`src/rtl/ifq_line_buffer.sv`:
```
// Instruction fetch queue: circular buffer of whole cache lines, issuing one
// instruction per cycle (with its PC) from the head line to dispatch.
module ifq_line_buffer #(
    parameter int DEPTH      = 4,
    parameter int LINE_WORDS = 4,
    parameter int WIDTH      = 32,
    parameter int PC_W       = 32
) (
    input  logic                        clk,
    input  logic                        rst_n,
    input  logic                        flush,
    input  logic [PC_W-1:0]             flush_pc,
    input  logic                        line_valid,
    input  logic [WIDTH*LINE_WORDS-1:0] line_data,
    input  logic [PC_W-1:0]             line_pc,
    output logic                        line_ready,
    output logic                        inst_valid,
    output logic [WIDTH-1:0]            inst,
    output logic [PC_W-1:0]             inst_pc,
    input  logic                        inst_ready
);

    localparam int IDX_W  = $clog2(DEPTH);
    localparam int PTR_W  = IDX_W + 1;
    localparam int OFF_W  = $clog2(LINE_WORDS);
    localparam int LINE_W = WIDTH * LINE_WORDS;

    logic [LINE_W-1:0] line_mem [DEPTH];
    logic [PC_W-1:0]   pc_mem   [DEPTH];

    logic [PTR_W-1:0] wr_ptr;
    logic [PTR_W-1:0] rd_ptr;
    logic [OFF_W-1:0] off;
    logic [OFF_W-1:0] start_off;

    logic [IDX_W-1:0] wr_idx;
    logic [IDX_W-1:0] rd_idx;
    logic             empty;
    logic             full;
    logic             push;
    logic             pop;
    logic             last_word;
    logic [OFF_W-1:0] flush_off;
    logic             unused_flush_pc_bits;

    assign wr_idx    = wr_ptr[IDX_W-1:0];
    assign rd_idx    = rd_ptr[IDX_W-1:0];
    assign empty     = (wr_ptr == rd_ptr);
    assign full      = (wr_idx == rd_idx) && (wr_ptr[PTR_W-1] != rd_ptr[PTR_W-1]);
    assign flush_off = flush_pc[OFF_W+1:2];

    assign unused_flush_pc_bits = ^{flush_pc[PC_W-1:OFF_W+2], flush_pc[1:0]};

    assign line_ready = !full;
    assign inst_valid = !empty;
    assign push       = line_valid && line_ready && !flush;
    assign pop        = inst_valid && inst_ready && !flush;
    assign last_word  = (off == OFF_W'(LINE_WORDS - 1));

    // Word select within the head line.
    always_comb begin
        inst = '0;
        for (int unsigned k = 0; k < LINE_WORDS; k++) begin
            if (off == OFF_W'(k)) begin
                inst = line_mem[rd_idx][k*WIDTH +: WIDTH];
            end
        end
    end

    assign inst_pc = pc_mem[rd_idx] + {{(PC_W-OFF_W-2){1'b0}}, off, 2'b00};

    always_ff @(posedge clk or negedge rst_n) begin
        if (!rst_n) begin
            wr_ptr    <= '0;
            rd_ptr    <= '0;
            off       <= '0;
            start_off <= '0;
            for (int unsigned i = 0; i < DEPTH; i++) begin
                line_mem[i] <= '0;
                pc_mem[i]   <= '0;
            end
        end else if (flush) begin
            wr_ptr    <= '0;
            rd_ptr    <= '0;
            start_off <= flush_off;
            off       <= flush_off;
        end else begin
            if (push) begin
                line_mem[wr_idx] <= line_data;
                pc_mem[wr_idx]   <= line_pc;
                wr_ptr           <= wr_ptr + PTR_W'(1);
            end
            // While waiting for the redirect line, off stays parked at start_off.
            if (pop) begin
                start_off <= '0;
                if (last_word) begin
                    rd_ptr <= rd_ptr + PTR_W'(1);
                    off    <= '0;
                end else begin
                    off <= off + OFF_W'(1);
                end
            end else if (empty) begin
                off <= start_off;
            end
        end
    end

endmodule

```
`config.mk`:
```
export PLATFORM = sky130hd
export DESIGN_NAME = ifq_line_buffer
export DESIGN_NICKNAME = d
export VERILOG_FILES = /design/src/rtl/ifq_line_buffer.sv
export SDC_FILE = /design/constraint.sdc
export NUM_CORES = 1
export LEC_CHECK = 0
export BUFFER_PORTS_ARGS = -buffer_cell sky130_fd_sc_hd__buf_2
export CAP_MARGIN = 30
export CORE_UTILIZATION = 60
export CTS_BUF_LIST = sky130_fd_sc_hd__clkbuf_8 sky130_fd_sc_hd__clkbuf_16
export CTS_CLUSTER_SIZE = 24
export DETAILED_ROUTE_END_ITERATION = 10
export PLACE_DENSITY_LB_ADDON = 0.12
export SETUP_SLACK_MARGIN = 0.4
export SLEW_MARGIN = 20
export SYNTH_ARGS = -nofsm -noshare
export SYNTH_HDL_FRONTEND = slang
export SYNTH_SLANG_ARGS = --single-unit
```
`constraint.sdc`:
```
create_clock -name clk -period 4.4 [get_ports clk]
set_clock_uncertainty 0.1 [all_clocks]
set_input_delay 0.22 -clock clk [delete_from_list [all_inputs] [get_ports clk]]
set_output_delay 0.22 -clock clk [all_outputs]
set_load 0.1 [all_outputs]
```
# [Word-level counts from Yosys, hierarchy flattened]
# Cells that the tools add are included.
[word_totals] register_bits=650 latchBits=0 mem_bits_rw=0 mem_bits_ro=0 input_bits=197 output_inout_bits=66 word_cells=71 mem_count=0
[classes] n_addsub=4 n_mul=0 div_mod_pow=0 n_lt_le_gt_ge=3 n_eq_ne=6 shift=0 n_mux=27 bitwise=3 reduce_logical=16
[ops] op="bitwise mux 512 bit" n=1
[ops] op="two-way mux 128 bit" n=3
[ops] op="binary-select mux 128 bit (select 2 bit)" n=1
[ops] op="demux 128 bit (select 2 bit)" n=1
[ops] op="two-way mux 32 bit" n=7
[ops] op="bitwise mux 128 bit" n=1
[ops] op="binary-select mux 32 bit (select 2 bit)" n=1
[ops] op="demux 32 bit (select 2 bit)" n=1
[ops] op="adder 32 x 4 -> 32 bit" n=1
[ops] op="two-way mux 3 bit" n=5
[ops] op="two-way mux 2 bit" n=6
[ops] op="adder 3 x 1 -> 3 bit (second input constant)" n=2
[ops] op=">= comparator 3 bit (second input constant)" n=2
[ops] op="logical AND 1 bit" n=6
[ops] op="inverter 2 -> 3 bit" n=2
[ops] op="nonzero test 2 bit" n=3
[ops] op="== test 2 bit (second input constant)" n=2
[ops] op="AND reduction 2 bit" n=2
[ops] op="== test 3 bit" n=1
[ops] op="logical NOT 1 bit" n=3
[ops] op="< comparator 3 x 1 -> 1 bit (second input constant)" n=1
[ops] op="nonzero test 3 bit" n=1
[ops] op="adder 2 x 1 -> 2 bit (second input constant)" n=1
[ops] op="== test 2 x 1 -> 1 bit (second input constant)" n=1
[ops] op="4 further kinds" n=4

# [Logic depth before layout (Yosys ltp)]
# Gate-level depths: netlist (run 1).
[depth] ltp_word=8 ltp_mapped=13 mapped_depth_nobuf=7

# [Least setup slack after synthesis (run 1)]
# OpenSTA, ideal clock, no wires.
[synth_timing] path_kind="reg2out" start="reg rd_ptr[0]" end="out inst_pc[15]" arrival_ns=4.628 required_ns=4.080 slack_ns=-0.548 stages_incl_launch_ff=14 path_cell_list="dfrtp_1 > buf_6 > buf_12 > buf_8 > buf_8 > buf_6 > buf_4 > mux4_2 > ha_1 > a21o_1 > nand4_1 > nor3_2 > nand3_1 > xnor2_1"
[synth_between] elab_chain_cells=5
[synth_rtl] element="start: declaration" line_no="32" source="logic [PTR_W-1:0] rd_ptr;"
[synth_rtl] element="start signal: assignment" line_no="97" source="rd_ptr <= rd_ptr + PTR_W'(1);"
[synth_rtl] element="inverter 2 -> 3 bit (implied by the code)" line_no="70" source="assign inst_pc = pc_mem[rd_idx] + {{(PC_W-OFF_W-2){1'b0}}, off, 2'b00};"
[synth_rtl] element="binary-select mux 32 bit (select 2 bit)" line_no="70"
[synth_rtl] element="two-way mux 32 bit (implied by the code) (2 in a row)" line_no="70"
[synth_rtl] element="adder 32 x 4 -> 32 bit" line_no="70"
[synth_rtl] element="end: declaration" line_no="19" source="output logic [PC_W-1:0] inst_pc,"
# No other way between the ends. The select of a mux whose other input is x is not followed.

# [Worst setup path after layout (run 1)]
[layout_timing] start="reg rd_ptr[0]" end="out inst_pc[20]"
# Same word-level chain as after synthesis.

==> key figures, run 1 <==
Synth
  • Sequential area share after synthesis: 54.3%
  • Yosys Warn Count: 0
  • Number of synthesized register bits: 650
  • Ys flop type: dfrtp_1
  • Async S/R FF share, synth: 100%
  • Post-synth cell types: 52
  • Post-Syn Instances: 1878
  • Post-synth EDFFs: 0
  • Synthesized cell area: 29900 um2
  • Syn avg cell area: 15.9 um2
  • Post-Syn Nets: 2087

Setup path
  • Worst-path fanout max: 9
  • Crit-path cells: mux4_2, ha_1, fa_1, nand4_1, buf_4, nor3_4, nand3_1, xnor2_2, buf_2
  • Worst R2R Path Depth: 7
  • CP bufs+invs: 2
  • Crit-path slowest cell: dfrtp_4
  • Slowest stage delay, CP: 560 ps
  • Startpoint types: flop
  • Data required, critical path: 4080 ps
  • Top delay family on crit path: simple AND/OR/NAND/NOR gates
  • Worst Path Arrival: 3600 ps
  • Reg2reg start: rd_ptr[1]
  • Worst setup startpoint: rd_ptr[0]
  • CP Class: reg2out
  • Number of cells on the critical path: 9
  • CP Capture Type: output port

Die
  • Core area: 49100 um2
  • Die height: 225 um
  • Boundary Pins: 263
  • Row Count: 81
  • Die width: 225 um
  • Die footprint: 50800 um2
  • Initial Util: 61.0%

Route
  • Post-DR vias/cell: 5.95
  • Drt initial violations: 952
  • Vias: 17.8k
  • 1st-pass router iterations: 4
  • Avg WL per Cell: 23.2 um
  • Total Wirelength: 69500 um
  • Post-DRT Antenna Nets: 0
  • DRC: 0

GRT
  • Global route overflow: 0
  • First-pass GRT wire length: 111000 um
  • Vias in the first global route: 20.0k
  • Largest net degree at the start of global routing: 116
  • Initial antenna violation count: 11
  • Gr usage total: 28.7%

Timing
  • F_max: 0.255 GHz
  • Final hold slack: 195 ps
  • Slew @ Worst Pin: 950 ps
  • Min Clock Period, post-route: 3920 ps
  • Pins over their slew limit: 0
  • RSZ-0062 raised after global routing: no
  • Final setup fails: 0
  • Rel. slew slack: 36.7%
  • Final setup margin: 483 ps
  • Final Cycle Share: 89.0%
  • Final hold viol count: 0

Power
  • VDD IR max: 0.416 mV
  • Leak: 16.1 nW
  • Pwr per Cell Area: 566 nW/um2
  • Pwr Total: 20.4 mW

CTS
  • Clock Latency Late Sink: 610 ps
  • Num Clock Sinks: 650
  • Clock buffer depth: 3
  • CTS tree: built
  • Num CTS Buffers: 70
  • Clk root buf: clkbuf_16
  • Worst-path clk slew: 60 ps
  • CTS H-tree lvls: 3

Layout
  • Nets@finish: 2479
  • Area growth syn-to-layout: 20.5%
  • Finished Cell Area: 36100 um2
  • Layout cells sized above 1: 51.5%
  • Final Non-Filler Cells: 2991

Worst hold path
  • Worst min path class: in2async

Outcome
  • Status: finished, final reports clean

Placement
  • Port Buf Inserts: 232
  • Placement Cell Area: 32000 um2
  • Placed cells: 2686
  • DP HPWL: 42800 um
  • Place WS: 712 ps
  • Routability cong.: 0.766

Job
  • Total of max-cap violations: 0
-- cell families (layout without fill, tap and decap cells) --
kind of cell    Yosys count  after routing  synth area share (%)
mux                     802            802                  36.5
flops                   650            650                  54.3
buf+inv                 137            580                  3.24
simple gates            134            134                  2.13
compound gates          107            107                  2.16
xor+xnor                 36             36                  1.05
fa+ha+maj                12             12                 0.527
other cells               0              6                     0
-- stage by stage --
step / TNS (ps) / util (%)
finish: 0 / 73.5
global route: 0 / 73.5
global placement: 0 / 65.2
CTS: 0 / 73.5
detailed placement: 0 / 65.2
floorplan: -144 / -
-- layer usage --
metal  global-route usage [%]  part of all wire [%]  up-vias
met3                     6.27                   4.6      134
met4                     8.69                   2.7       10
met5                        0                 0.081        -
met2                     50.0                    52      329
li1                         -                     -     7822
met1                     35.9                    41     9488
-- final timing paths --
kind	to	slack (ps)
worst max-delay path	inst_pc[20]	480
worst min-delay path	line_mem[18]	190
worst max register to register	line_mem[195]	1160
worst min register to register	line_mem[192]	390
max in group asynchronous	pc_mem[120]	2850
min in group clk	pc_mem[14]	320
-- repair_timing --
item | 4_1_cts | 5_1_grt
hold buffers | 168 | 0
endpoints found under the setup margin | 21 | 3
hold endpoints to repair | 756 | 0
buffers inserted | 6 | 1
gates resized for setup | 6 | 3
gates cloned | 1 | 0
-- cell usage in the layout (no fill, tap or decap), drive strengths merged, types with 4 or more instances in the layout --
cell | Yosys | final
inv | 10 | 30
nand4 | 7 | 7
nand2 | 50 | 50
clkbuf | 19 | 89
dlygate4sd3 | 3 | 168
mux2 | 640 | 640
o21ai | 34 | 34
buf | 103 | 276
xor2 | 7 | 7
diode | 0 | 6
dfrtp | 650 | 650
a22oi | 32 | 32
nor3 | 4 | 4
nor2 | 45 | 45
ha | 11 | 11
clkinv | 0 | 14
xnor2 | 29 | 29
a21oi | 34 | 34
mux4 | 160 | 160
nand3 | 16 | 16
-- registers in the layout, indices dropped and copies added, names as in the netlist --
| signal | cells |
|---|---|
| wr_ptr | 3 |
| start_off | 2 |
| off | 2 |
| line_mem | 512 |
| pc_mem | 128 |
| rd_ptr | 3 |
-- final cells by class --
| cell class | count | area, um2 |
|---|---|---|
| Sequential cell | 650 | 16300 |
| Multi-Input combinational cell | 1091 | 13000 |
| Fill cell | 3169 | 13000 |
| Timing Repair Buffer | 447 | 3640 |
| Clock buffer | 87 | 2030 |
| Tap cell | 664 | 831 |
| Clock inverter | 36 | 231 |
| Inverter | 10 | 37.5 |
| Antenna cell | 6 | 15.0 |
-- cell usage after synthesis (2+ instances only) --
| master | instances | area share (%) |
|---|---|---|
| nand4_2 | 2 | 0.084 |
| buf_4 | 29 | 0.73 |
| nor3_2 | 2 | 0.067 |
| nor3_1 | 2 | 0.033 |
| or3_1 | 2 | 0.042 |
| a21oi_1 | 34 | 0.57 |
| mux2_1 | 8 | 0.30 |
| inv_1 | 10 | 0.13 |
| and3_1 | 2 | 0.042 |
| nor2_1 | 45 | 0.56 |
| ha_1 | 11 | 0.46 |
| buf_8 | 2 | 0.10 |
| dfrtp_1 | 650 | 54 |
| buf_6 | 12 | 0.45 |
| nand2_1 | 50 | 0.63 |
| mux4_1 | 25 | 2.2 |
| nand4_1 | 5 | 0.10 |
| mux2_2 | 632 | 24 |
| mux2i_1 | 2 | 0.067 |
| mux4_2 | 130 | 9.8 |
| a22oi_1 | 32 | 0.80 |
| nand3_1 | 14 | 0.23 |
| dlygate4sd3_1 | 3 | 0.10 |
| xor2_1 | 7 | 0.20 |
| clkbuf_8 | 11 | 0.51 |
| o21ai_0 | 34 | 0.57 |
| xnor2_1 | 29 | 0.85 |
| buf_2 | 59 | 0.99 |
| mux4_4 | 5 | 0.42 |
| clkbuf_1 | 7 | 0.088 |
-- report_power, final --
group          switching (mW)  total, mW  internal, mW
clock                    2.35       5.72          3.37
combinational            3.33       6.02          2.68
sequential              0.864       8.66          7.80
total                    6.55       20.4          13.9
No activity file was read; power rests on OpenSTA's default activity.
==> run 2, diff against run 1 <==
--- a/config.mk
+++ b/config.mk
@@ -7,11 +7,13 @@
 export LEC_CHECK = 0
 export BUFFER_PORTS_ARGS = -buffer_cell sky130_fd_sc_hd__buf_2
 export CAP_MARGIN = 30
-export CORE_UTILIZATION = 60
+export CELL_PAD_IN_SITES_DETAIL_PLACEMENT = 0
+export CELL_PAD_IN_SITES_GLOBAL_PLACEMENT = 1
+export CORE_UTILIZATION = 51
 export CTS_BUF_LIST = sky130_fd_sc_hd__clkbuf_8 sky130_fd_sc_hd__clkbuf_16
 export CTS_CLUSTER_SIZE = 24
 export DETAILED_ROUTE_END_ITERATION = 10
-export PLACE_DENSITY_LB_ADDON = 0.12
+export PLACE_DENSITY = 0.83
 export SETUP_SLACK_MARGIN = 0.4
 export SLEW_MARGIN = 20
 export SYNTH_ARGS = -nofsm -noshare
==> run 2 against run 1 <==
Effect of this change: clock power grew 1%; hold slack lost 75 ps; first-iteration DRC count shrank 16%; sequential power is essentially flat; combinational power is essentially flat; fmax shrank 0.22%; sequential share of layout area shrank 0.15 points; critical endpoint unchanged; highest routed layer unchanged.
==> key figures, run 2 (synthesis results as in run 1) <==
Die
  • Die width: 244 um
  • Die height: 244 um
  • Initial Util: 51.8%
  • Core area: 57800 um2
  • Boundary Pins: 263
  • Die footprint: 59700 um2
  • Row Count: 88

Power
  • Switching Power: 6.62 mW
  • Leak: 16.1 nW
  • Seq pwr share: 42.3%
  • VDD IR max: 0.438 mV
  • Cell Int Power: 13.9 mW
  • Part of the power in combinational logic: 29.5%
  • Pwr Total: 20.5 mW
  • Switching share of power: 32.3%
  • Pwr per Cell Area: 567 nW/um2
  • Clk pwr share: 28.2%

Placement
  • Placement Cell Area: 32100 um2
  • Port Buf Inserts: 232
  • Placed cells: 2792
  • Routability cong.: 0.780
  • DP HPWL: 44900 um

Layout
  • Most common cell after layout, fill and taps aside: dfrtp_1
  • Finished Cell Area: 36200 um2
  • Nets@finish: 2482
  • Max reg flops: 512
  • Layout cells sized above 1: 51.4%
  • Fill cells: 4257
  • Largest regs: line_mem x512, pc_mem x128
  • Biggest register: line_mem
  • Final Non-Filler Cells: 3096
  • Area growth syn-to-layout: 20.9%
  • Most frequent cells in the layout: 648 x dfrtp_1, 632 x mux2_2, 217 x buf_2

Setup path
  • Reg2reg start: rd_ptr[1]
  • CP bufs+invs: 2
  • Worst Path Arrival: 3610 ps
  • Top delay family on crit path: adder cells
  • CP Class: reg2out
  • Worst R2R Path Depth: 7
  • Worst setup startpoint: rd_ptr[0]
  • Slowest stage delay, CP: 570 ps
  • Crit-path cells: mux4_2, ha_1, fa_1, nand4_1, buf_4, nor3_4, nand3_1, xnor2_2, buf_2
  • Crit-path slowest cell: dfrtp_4
  • Worst-path fanout max: 9
  • Data required, critical path: 4080 ps
  • Startpoint types: flop
  • CP Capture Type: output port
  • Number of cells on the critical path: 9

GRT
  • Vias in the first global route: 20.2k
  • Initial antenna violation count: 10
  • Global route overflow: 0
  • Largest net degree at the start of global routing: 132
  • First-pass GRT wire length: 113000 um
  • Gr usage total: 24.7%

Route
  • Drt initial violations: 799
  • Total Wirelength: 71500 um
  • Avg WL per Cell: 23.1 um
  • 1st-pass router iterations: 7
  • Vias: 17.8k
  • Post-DR vias/cell: 5.74
  • Post-DRT Antenna Nets: 0
  • DRC: 0

CTS
  • Clock Latency Late Sink: 610 ps
  • Worst-path clk slew: 60 ps
  • Clk root buf: clkbuf_16
  • Num Clock Sinks: 650
  • CTS tree: built
  • Num CTS Buffers: 71
  • CTS H-tree lvls: 3
  • Clock buffer depth: 3

Timing
  • Final hold slack: 120 ps
  • RSZ-0062 raised after global routing: yes
  • Min Clock Period, post-route: 3930 ps
  • Final Cycle Share: 89.2%
  • Slew @ Worst Pin: 817 ps
  • F_max: 0.255 GHz
  • Setup TNS: 0 ps
  • Pins over their slew limit: 0
  • Rel. slew slack: 45.6%
  • Final hold viol count: 0
  • Final setup fails: 0

Job
  • Total of max-cap violations: 0

Outcome
  • Status: finished, final reports clean

Worst hold path
  • Worst min path class: in2async
## run 2: cell types whose count changed in the layout (fill, tap and decap cells not counted), sizes merged
cell / before / now
dlygate4sd3: 168 / 170
clkbuf: 89 / 94
inv: 30 / 33
buf: 276 / 274
diode: 6 / 5
clkinv: 14 / 12
bufbuf: 1 / 0
bufinv: 2 / 1
clkinvlp: 0 / 1
## run 2: routing by layer
layer	global-route usage, %	routed length [um]
met2	43.6	37300
met1	30.1	28600
met4	8.16	2110
met3	5.10	3460
met5	0	62
## run 2: layout make-up
| type | instances | area [um2] | area share (%) |
|---|---|---|---|
| inverters | 10 | 37.5 | 0.104 |
| clock buffers | 89 | 2080 | 5.75 |
| clock inverters | 37 | 209 | 0.577 |
| multi-input cells | 1091 | 13000 | 36.0 |
| diodes | 5 | 12.5 | 0.0346 |
| repair buffers | 449 | 3600 | 9.96 |
| flip-flops and latches | 650 | 16300 | 45.0 |
| well taps | 765 | 957 | 2.64 |
## run 2: worst paths after layout
path	slack [ps]	end
hold reg to reg	390	line_mem[194]
max in group asynchronous	2890	line_mem[480]
setup reg to reg	920	pc_mem[56]
setup / recovery	470	inst_pc[20]
hold / removal	120	line_mem[433]
min in group clk	320	pc_mem[9]
## run 2: timing repair
| action | 4_1_cts | 5_1_grt |
|---|---|---|
| cloned | 0 | 1 |
| resized for setup | 5 | 10 |
| endpoints found under the setup margin | 15 | 30 |
| hold endpoints to repair | 726 | 0 |
| buffers inserted | 0 | 2 |
| pin swaps | 0 | 1 |
| hold buffers | 170 | 0 |
## run 2: power by group through the flow
stage	Combinational (mW)	Clock [mW]	Sequential, mW
2_1_floorplan	4.76	0	8.42
3_3_place_gp	5.76	0	8.57
5_1_grt	6.41	6.13	8.89
4_1_cts	6.09	5.92	8.66
6_report	6.05	5.79	8.66
3_5_place_dp	5.93	0	8.76
## run 2: per-stage QoR
step	worst slack (ps)	utilization [%]
finish	474	62.6
global route	321	62.6
CTS	325	62.5
detailed placement	929	55.5
global placement	927	55.5
floorplan	-83.2	-
